$ cat src/rtl/core_pkg.sv
`default_nettype none
// ============================================================================
//  Module      : core_pkg
//  Description : Shared core definitions: instruction bus widths, reset
//                address, the canonical NOP encoding and the fetch FSM state
//                type, plus a small sequential-PC helper.
//  Revision    : 1.0 - initial release
// ============================================================================
package core_pkg;

    localparam int INST_ADDR_W = 32;
    localparam int INST_DATA_W = 32;
    localparam int PERF_CNT_W  = 32;

    localparam logic [INST_ADDR_W-1:0] CPU_RESET_ADDR = 32'h8000_0000;
    localparam logic [INST_DATA_W-1:0] INST_NOP       = 32'h0000_0013;

    typedef enum logic [1:0] {
        REQ  = 2'd0,
        WAIT = 2'd1,
        HOLD = 2'd2
    } fetch_state_e;

    // Sequential successor of a word-aligned PC; wraps modulo 2^32.
    function automatic logic [INST_ADDR_W-1:0] next_seq_pc(input logic [INST_ADDR_W-1:0] pc);
        return pc + INST_ADDR_W'(4);
    endfunction

endpackage
`default_nettype wire

$ cat src/rtl/fetch_unit_if.sv
`default_nettype none
// ============================================================================
//  Module      : fetch_unit_if
//  Description : Instruction-memory request/response bus between the fetch
//                unit (master) and the instruction memory (slave).
//                Request channel : imem_req_valid / imem_req_ready / imem_req_addr
//                Response channel: imem_rsp_valid / imem_rsp_ready / imem_rsp_data
//  Revision    : 1.0 - initial release
// ============================================================================
interface fetch_unit_if;
    import core_pkg::*;

    logic                   imem_req_valid;
    logic                   imem_req_ready;
    logic [INST_ADDR_W-1:0] imem_req_addr;
    logic                   imem_rsp_valid;
    logic                   imem_rsp_ready;
    logic [INST_DATA_W-1:0] imem_rsp_data;

    modport master (
        output imem_req_valid,
        output imem_req_addr,
        output imem_rsp_ready,
        input  imem_req_ready,
        input  imem_rsp_valid,
        input  imem_rsp_data
    );

    modport slave (
        input  imem_req_valid,
        input  imem_req_addr,
        input  imem_rsp_ready,
        output imem_req_ready,
        output imem_rsp_valid,
        output imem_rsp_data
    );

endinterface
`default_nettype wire

$ cat src/rtl/fetch_perf_cnt.sv
`default_nettype none
// ============================================================================
//  Module      : fetch_perf_cnt
//  Description : Fetch performance counters observing the downstream
//                valid/ready pair.
//  Ports       : clk, rst      - clock, synchronous active-high reset
//                valid, ready  - downstream handshake being observed
//                fetch_cnt     - cycles with valid && ready (wraps at 2^32)
//                stall_cnt     - cycles with valid && !ready (wraps at 2^32)
//  Revision    : 1.0 - initial release
// ============================================================================
module fetch_perf_cnt
    import core_pkg::*;
(
    input  logic                  clk,
    input  logic                  rst,
    input  logic                  valid,
    input  logic                  ready,
    output logic [PERF_CNT_W-1:0] fetch_cnt,
    output logic [PERF_CNT_W-1:0] stall_cnt
);

    logic [PERF_CNT_W-1:0] r_fetch_cnt;
    logic [PERF_CNT_W-1:0] r_stall_cnt;

    always_ff @(posedge clk) begin
        if (rst) begin
            r_fetch_cnt <= '0;
            r_stall_cnt <= '0;
        end else begin
            if (valid && ready) begin
                r_fetch_cnt <= r_fetch_cnt + PERF_CNT_W'(1);
            end
            if (valid && !ready) begin
                r_stall_cnt <= r_stall_cnt + PERF_CNT_W'(1);
            end
        end
    end

    assign fetch_cnt = r_fetch_cnt;
    assign stall_cnt = r_stall_cnt;

endmodule
`default_nettype wire

$ cat src/rtl/fetch_unit.sv
`default_nettype none
// ============================================================================
//  Module      : fetch_unit
//  Description : Single-outstanding instruction fetch stage. A three-state
//                FSM (REQ -> WAIT -> HOLD) issues one memory read at the
//                current PC, captures the returned word and holds it for
//                the decode stage. Redirects from execute replace the PC at
//                any point and squash whatever is in flight.
//  Ports       : clk, rst        - clock, synchronous active-high reset
//                redirect_valid  - branch/jump redirect request
//                redirect_pc     - redirect target
//                imem            - instruction-memory bus (master modport)
//                o_valid/o_ready - handshake toward fetch/decode register
//                o_pc, o_inst    - instruction address and word
//                perf_fetch_cnt, perf_stall_cnt (FETCH_PERF_EN only)
//  Config      : define FETCH_PERF_EN to add the performance counters.
//  Revision    : 1.0 - initial release
// ============================================================================
module fetch_unit #(
    parameter logic [core_pkg::INST_ADDR_W-1:0] RESET_PC = core_pkg::CPU_RESET_ADDR,
    parameter logic [core_pkg::INST_DATA_W-1:0] INST_NOP = core_pkg::INST_NOP
) (
    input  logic                             clk,
    input  logic                             rst,
    input  logic                             redirect_valid,
    input  logic [core_pkg::INST_ADDR_W-1:0] redirect_pc,
    fetch_unit_if.master                     imem,
    output logic                             o_valid,
    input  logic                             o_ready,
    output logic [core_pkg::INST_ADDR_W-1:0] o_pc,
    output logic [core_pkg::INST_DATA_W-1:0] o_inst
`ifdef FETCH_PERF_EN
    ,
    output logic [core_pkg::PERF_CNT_W-1:0]  perf_fetch_cnt,
    output logic [core_pkg::PERF_CNT_W-1:0]  perf_stall_cnt
`endif
);

    import core_pkg::*;

    fetch_state_e           r_state;
    logic [INST_ADDR_W-1:0] r_pc;
    logic                   r_kill;     // outstanding request belongs to a squashed path
    logic [INST_ADDR_W-1:0] r_o_pc;
    logic [INST_DATA_W-1:0] r_o_inst;

    always_ff @(posedge clk) begin
        if (rst) begin
            r_state  <= REQ;
            r_pc     <= RESET_PC;
            r_kill   <= 1'b0;
            r_o_pc   <= RESET_PC;
            r_o_inst <= INST_NOP;
        end else begin
            case (r_state)
                REQ: begin
                    // The address on the bus is r_pc, so a redirect here only
                    // changes what the next request will carry.
                    if (redirect_valid) begin
                        r_pc <= redirect_pc;
                    end
                    if (imem.imem_req_ready) begin
                        r_state <= WAIT;
                        r_kill  <= redirect_valid;
                    end
                end

                WAIT: begin
                    if (redirect_valid) begin
                        r_pc <= redirect_pc;
                    end
                    if (imem.imem_rsp_valid) begin
                        r_kill <= 1'b0;
                        if (redirect_valid || r_kill) begin
                            // Wrong-path data: consume it and refetch.
                            r_state <= REQ;
                        end else begin
                            r_state  <= HOLD;
                            r_o_pc   <= r_pc;
                            r_o_inst <= imem.imem_rsp_data;
                        end
                    end else if (redirect_valid) begin
                        r_kill <= 1'b1;
                    end
                end

                HOLD: begin
                    // Redirect beats a same-cycle downstream accept.
                    if (redirect_valid) begin
                        r_pc     <= redirect_pc;
                        r_state  <= REQ;
                        r_o_inst <= INST_NOP;
                    end else if (o_ready) begin
                        r_pc     <= next_seq_pc(r_o_pc);
                        r_state  <= REQ;
                        r_o_inst <= INST_NOP;
                    end
                end

                default: begin
                    r_state <= REQ;
                end
            endcase
        end
    end

    // Handshake outputs come from the state register; they are additionally
    // held low while rst is asserted so nothing is offered during reset.
    assign imem.imem_req_valid = (r_state == REQ)  && !rst;
    assign imem.imem_rsp_ready = (r_state == WAIT) && !rst;
    assign o_valid             = (r_state == HOLD) && !rst;
    assign imem.imem_req_addr  = r_pc;
    assign o_pc                = r_o_pc;
    assign o_inst              = r_o_inst;

`ifdef FETCH_PERF_EN
    fetch_perf_cnt u_perf (
        .clk       (clk),
        .rst       (rst),
        .valid     (o_valid),
        .ready     (o_ready),
        .fetch_cnt (perf_fetch_cnt),
        .stall_cnt (perf_stall_cnt)
    );
`endif

endmodule
`default_nettype wire

$ cat src/flat_wrapper.sv
// flat-port wrapper written by rule: the top's interface ports become plain ports
module fetch_unit_flat import core_pkg::*;
#(
    parameter logic [core_pkg::INST_ADDR_W-1:0] RESET_PC = core_pkg::CPU_RESET_ADDR,
    parameter logic [core_pkg::INST_DATA_W-1:0] INST_NOP = core_pkg::INST_NOP
)
  (clk, rst, redirect_valid, redirect_pc, o_valid, o_ready, o_pc, o_inst, imem_imem_req_valid, imem_imem_req_addr, imem_imem_rsp_ready, imem_imem_req_ready, imem_imem_rsp_valid, imem_imem_rsp_data);
  fetch_unit_if imem_i ();
  input  logic clk;
  input  logic rst;
  input  logic redirect_valid;
  input  logic [core_pkg::INST_ADDR_W-1:0] redirect_pc;
  output logic o_valid;
  input  logic o_ready;
  output logic [core_pkg::INST_ADDR_W-1:0] o_pc;
  output logic [core_pkg::INST_DATA_W-1:0] o_inst;
  output wire logic [$bits(imem_i.imem_req_valid)-1:0] imem_imem_req_valid;
  output wire logic [$bits(imem_i.imem_req_addr)-1:0] imem_imem_req_addr;
  output wire logic [$bits(imem_i.imem_rsp_ready)-1:0] imem_imem_rsp_ready;
  input wire logic [$bits(imem_i.imem_req_ready)-1:0] imem_imem_req_ready;
  input wire logic [$bits(imem_i.imem_rsp_valid)-1:0] imem_imem_rsp_valid;
  input wire logic [$bits(imem_i.imem_rsp_data)-1:0] imem_imem_rsp_data;
  assign imem_imem_req_valid = imem_i.imem_req_valid;
  assign imem_imem_req_addr = imem_i.imem_req_addr;
  assign imem_imem_rsp_ready = imem_i.imem_rsp_ready;
  assign imem_i.imem_req_ready = imem_imem_req_ready;
  assign imem_i.imem_rsp_valid = imem_imem_rsp_valid;
  assign imem_i.imem_rsp_data = imem_imem_rsp_data;
  fetch_unit #(.RESET_PC(RESET_PC), .INST_NOP(INST_NOP)) u_core (.clk(clk), .rst(rst), .redirect_valid(redirect_valid), .redirect_pc(redirect_pc), .imem(imem_i), .o_valid(o_valid), .o_ready(o_ready), .o_pc(o_pc), .o_inst(o_inst));
endmodule
$ cat config.mk
export PLATFORM = sky130hd
export DESIGN_NAME = fetch_unit_flat
export DESIGN_NICKNAME = d
export VERILOG_FILES = /design/src/rtl/core_pkg.sv /design/src/rtl/fetch_unit_if.sv /design/src/rtl/fetch_perf_cnt.sv /design/src/rtl/fetch_unit.sv /design/src/flat_wrapper.sv
export SDC_FILE = /design/constraint.sdc
export NUM_CORES = 1
export LEC_CHECK = 0
export CAP_MARGIN = 20
export CELL_PAD_IN_SITES_DETAIL_PLACEMENT = 0
export CELL_PAD_IN_SITES_GLOBAL_PLACEMENT = 1
export CORE_ASPECT_RATIO = 1.1
export CORE_UTILIZATION = 32
export DETAILED_ROUTE_END_ITERATION = 6
export GPL_TIMING_DRIVEN = 0
export PLACE_DENSITY = 0.8
export REMOVE_ABC_BUFFERS = 1
export SLEW_MARGIN = 20
export SYNTH_ARGS = -nofsm -noshare
export SYNTH_HDL_FRONTEND = slang
export SYNTH_SLANG_ARGS = --single-unit
$ cat constraint.sdc
create_clock -name clk -period 2.7 [get_ports clk]
set_clock_uncertainty 0.05 [all_clocks]
set_input_delay 0.54 -clock clk [delete_from_list [all_inputs] [get_ports clk]]
set_output_delay 0.54 -clock clk [all_outputs]
set_load 0.02 [all_outputs]
# Word level (Yosys, flattened, before mapping)
# Cells that the tools add are included.
[word_totals] register_bits=99 input_bits=70 output_inout_bits=99 word_cells=49
[op_classes] addsub=1 eq_ne=8 muxes=19 n_bitwise=1 reduce_logical=15
[ops] operator="$mux 32" count=7
[ops] operator="$pmux 32 s2" count=2
[ops] operator="$add 32x3->32 const B" count=1
[ops] operator="$reduce_and 3->1" count=4
[ops] operator="$mux 2" count=5
[ops] operator="$ne 2x2->1 const B" count=3
[ops] operator="$ne 3x3->1 const B" count=2
[ops] operator="$pmux 2 s3" count=1
[ops] operator="$reduce_bool 2->1" count=3
[ops] operator="$reduce_and 4->1" count=1
[ops] operator="$logic_and 1x1->1" count=3
[ops] operator="$mux 1" count=3
[ops] operator="$eq 2x1->1 const B" count=1
[ops] operator="$eq 2x2->1 const B" count=1
[ops] operator="$logic_not 2->1" count=1
[ops] operator="$ne 2x1->1 const B" count=1
[ops] operator="$pmux 1 s2" count=1
[ops] operator="$reduce_or 2->1" count=1
[ops] operator="$logic_not 1->1" count=1
[ops] operator="$logic_or 1x1->1" count=1
[ops] operator="$not 1->1" count=1

# Depth between registers and ports, before layout
[depth] depth_word=4 mapped_depth=9 depth_no_buf=6

# Worst setup path before layout
# Ideal clock, no wire load.
[synth_timing] path_type="input to output" startpoint="input port rst" endpoint="output port imem_imem_rsp_ready" t_arrival_ns=1.437 required_ns=2.110 path_slack_ns=0.673 cell_stages=3 n_path_buf=2 path_cell_list="clkbuf_1 clkbuf_1 nor3b_1"
[synth_between] elab_chain_cells=2
[synth_rtl] element="start, declared" line="flat_wrapper.sv:10" rtl="input logic rst;"
[synth_rtl] element="$logic_not 1->1" line="fetch_unit.sv:110" rtl="assign imem.imem_rsp_ready = (r_state == WAIT) && !rst;"
[synth_rtl] element="$logic_and 1x1->1" line="fetch_unit.sv:110"
[synth_rtl] element="end, declared" line="flat_wrapper.sv:19" rtl="output wire logic [$bits(imem_i.imem_rsp_ready)-1:0] imem_imem_rsp_ready;"
# Every way passes these cells.

# Final worst setup path
[layout_timing] startpoint="register u_core.r_state[0]" endpoint="output port o_valid"
[layout_between] elab_chain_cells=2
[layout_rtl] element="start, declared" line="fetch_unit.sv:41" rtl="fetch_state_e r_state;"
[layout_rtl] element="start signal, assigned" line="fetch_unit.sv:49" rtl="r_state <= REQ;"
[layout_rtl] element="start signal, assigned" line="fetch_unit.sv:63" rtl="r_state <= WAIT;"
[layout_rtl] element="start signal, assigned" line="fetch_unit.sv:76" rtl="r_state <= REQ;"
[layout_rtl] element="$eq 2x2->1" line="fetch_unit.sv:111" rtl="assign o_valid = (r_state == HOLD) && !rst;"
[layout_rtl] element="$logic_and 1x1->1" line="fetch_unit.sv:111"
[layout_rtl] element="end, declared" line="flat_wrapper.sv:13" rtl="output logic o_valid;"
# Every way passes these cells.

==> results.txt <==
The flow ran to the end, and the final reports show no timing, DRC or antenna violations. Measured in cells, the most critical reg-to-reg path has a length of 5. The cell depth of the worst hold path was 2; the global router's overall resource usage was 20.7%. The logs give 0 for the hold violation total from the final report and 575 for the post-synthesis instance total. During I/O placement, the number of pins put on the boundary was 169. The finished layout holds 907 standard cells, fillers aside. The tools report the element type at the critical path end as an output port. The most used flip-flop cell after synthesis is sky130_fd_sc_hd__dfxtp_1. The final net count is 790, and the maximum fanout along the worst path is 33. The synthesized design contains 99 register bits. The later pin in the worst-skew pair is clocked with a latency of 0.35 ns.

The leading cell type in the layout, fill and taps excluded was sky130_fd_sc_hd__clkdlybuf4s50_1. The tree built by TritonCTS fans out to 99 sinks. During synthesis, Yosys emitted a total of 0 warnings. The routability-driven placement congestion ratio is 0.803.

The category of the most critical setup path is reg -> out. Based on the critical path, the design can be clocked at up to 392 MHz. CTS built an H-tree with a depth of 3.

Setup repair after global routing left no endpoint under its margin. Number of diodes: 0. The average instance in the mapped netlist occupies 7.72 um^2.

Summed over all layers, the global routing overflow is 0. The run gives 2 as the largest buffer count on any clock path. TritonCTS built the clock tree. Across the VDD grid, the largest voltage drop is 0.225 mV.

The average wire per standard cell is 16.2 um, and the worst-case setup margin in the final layout is 0.148 ns. The element type at the critical path start was a flop. In this run the biggest area consumer among cell types represents 44.6% of the synthesized area. In the synthesized netlist the async set-or-reset flop fraction comes to 0%.

The buffer count from post-CTS setup fixing was 0; the longest individual stage delay on the worst path was 0.55 ns. The cell with the biggest individual delay on the critical path is sky130_fd_sc_hd__dfxtp_1. Before CTS, the worst setup slack after placement is -0.454 ns. The routed layout has 4626 vias.

The number of enable-type register cells in the synthesized netlist works out to 0. The power density over cell area was 487 nW/um^2. The transition time of the tightest slew-check pin is 0.717 ns. Number of antenna violations at the first check in global routing: 0.

For the quantity of hold-fixing buffers added after cts, the log shows 0. The run gives 4494 as the number of global-route vias before repair. The max-slew headroom at the worst pin is 51.8%.

The remaining antenna violation count after routing was 0; the DRC violations left was 0. The number of distinct library cells after synthesis was 45. The logs give 891 for the number of placed instances with taps included and 44 for the number of standard-cell rows in the floorplan. Detailed placement ended at an HPWL of 10100 um. For the clock buffer count from CTS, the log shows 9. Dividing the detail-routed via count by the number of cells gives 5.10. The synthesized netlist occupies a cell area of 4440 um^2. The horizontal die dimension is 114 um.

The tools report the leakage power as 2.15 nW. The cell sitting at the root of the clock tree is a sky130_fd_sc_hd__clkbuf_16. The synthesized design spends more area on one cell type than any other, namely sky130_fd_sc_hd__dfxtp_1. After clock tree synthesis, the clock-pin slew on the worst setup and hold paths is 0.07 ns.

The path category of the worst min-delay check is reg -> reg. The die area is 14400 um^2, and the post-route clock period utilization is 94.5%. Detailed router's first-iteration violation count: 240.

Yosys attributes the largest share of cell area to sky130_fd_sc_hd__dfxtp_1, sky130_fd_sc_hd__nand2_1, sky130_fd_sc_hd__a21oi_1. The first global-routing pass estimated 23400 um of wire. The top cell types in the final layout, fill and taps aside, are sky130_fd_sc_hd__clkdlybuf4s50_1, sky130_fd_sc_hd__nand2_1, sky130_fd_sc_hd__dfxtp_1. The tools report the length of the first detailed-routing pass in iterations as 6. Entering global routing, the biggest net connects 70 pins. Of the cells placed in the final design, the portion with a size suffix greater than 1 is 5.39%.

The run gives 33.2% as the initial cell density of the core. The setup total negative slack was 0 ns; the area growth from synthesis to layout was 48.9%. The final period demand of the worst path is 2.55 ns, and the number of buffers inserted by port buffering is 168. The number of slew-limit violations in the final report came out at 0. Post-detailed-routing wire length: 14700 um. Across the run, the number of max-cap violations was 0. The logs give 13400 um^2 for the core box area and 3.22 mW for the total power.

The signal on the critical path passes through nand2b_4 > nor2_1 > clkdlybuf4s50_1. The die extent in y is 126 um, and the worst path arrival time is 1.96 ns. The final number of setup-violating endpoints came out at 0.

At the worst endpoint, the required time is 2.11 ns. Sequential elements use 44.6% of the synthesized area.
## layout make-up
class	instances	area (um^2)
inverters	5	18.8
flip-flops and latches	99	1980
clock buffers	13	250
clock inverters	2	12.5
repair buffers	179	1840
fillers	1329	6760
well taps	184	230
multi-input cells	425	2270
## power breakdown
| group | switching (mW) | leakage, nW | internal [mW] | total [mW] |
|---|---|---|---|---|
| Clock | 0.548 | 0.126 | 0.645 | 1.19 |
| Sequential | 0.0464 | 0.807 | 1.51 | 1.56 |
| Combinational | 0.228 | 1.21 | 0.243 | 0.471 |
## synth_stat cells (5+ instances only)
cell / instances
sky130_fd_sc_hd__nand2_1: 125
sky130_fd_sc_hd__dfxtp_1: 99
sky130_fd_sc_hd__a21oi_1: 78
sky130_fd_sc_hd__nand3_1: 53
sky130_fd_sc_hd__nor2_1: 31
sky130_fd_sc_hd__clkbuf_1: 30
sky130_fd_sc_hd__o21ai_0: 15
sky130_fd_sc_hd__nor3_1: 14
sky130_fd_sc_hd__xnor2_1: 14
sky130_fd_sc_hd__nand4_1: 10
sky130_fd_sc_hd__xor2_1: 10
sky130_fd_sc_hd__buf_2: 9
sky130_fd_sc_hd__nor4_1: 9
sky130_fd_sc_hd__a21boi_0: 6
sky130_fd_sc_hd__o22ai_1: 6
sky130_fd_sc_hd__a31oi_1: 5
sky130_fd_sc_hd__and4_1: 5
sky130_fd_sc_hd__inv_1: 5
sky130_fd_sc_hd__or3_1: 5
## state kept, by name, indices dropped and copies added, names as in the netlist
| register | cells |
|---|---|
| u_core.r_kill | 1 |
| u_core.o_inst | 32 |
| u_core.r_state | 2 |
| u_core.o_pc | 32 |
| u_core.imem.imem_req_addr | 32 |
## per-layer routing
layer | vias to the layer above | share of wire [%] | GRT usage (%) | wire, um
li1 | 2289 | - | - | -
met1 | 2151 | 45 | 26.6 | 6600
met2 | 169 | 46 | 33.9 | 6830
met3 | 17 | 7.2 | 4.80 | 1060
met4 | 0 | 1.6 | 7.33 | 231
met5 | - | 0 | 0 | 0
## cell families after synthesis
group           share of synthesized area, %
fa+ha+maj                              0.282
simple gates                            27.8
buf+inv                                 5.24
flops                                   44.6
compound gates                          17.3
xor+xnor                                4.73
## path summary, 6_finish.rpt
check / end / slack, ns / from
worst max-delay path: o_valid / 0.15 / u_core.r_state[0]
worst max register to register: u_core.imem.imem_req_addr[31] / 0.28 / u_core.o_pc[8]
worst min register to register: u_core.o_inst[24] / 0.40 / u_core.o_inst[24]
worst min-delay path: u_core.o_inst[24] / 0.40 / u_core.o_inst[24]
## critical path: cells and delay by family, from the launching register on
family	cells	cell delay, ns
flops	1	0.55
buf+inv	1	0.54
simple gates	2	0.51
## stage by stage
stage                     instance area, um^2  utilization (%)  hold slack [ns]
final                                    6610             49.4            0.399
after global routing                     6610             49.4            0.417
after CTS                                6590             49.3            0.402
after detailed placement                 6320             47.2            0.392
after global placement                   6140             45.9            0.387
after floorplan                          4230                -            0.474
## what timing repair did
item                       CTS  global route
hold endpoints to repair     0             0
setup endpoints to repair   14             8
gates resized for setup      3             2
cloned                       0             0
(Power assumes the default switching activity.)
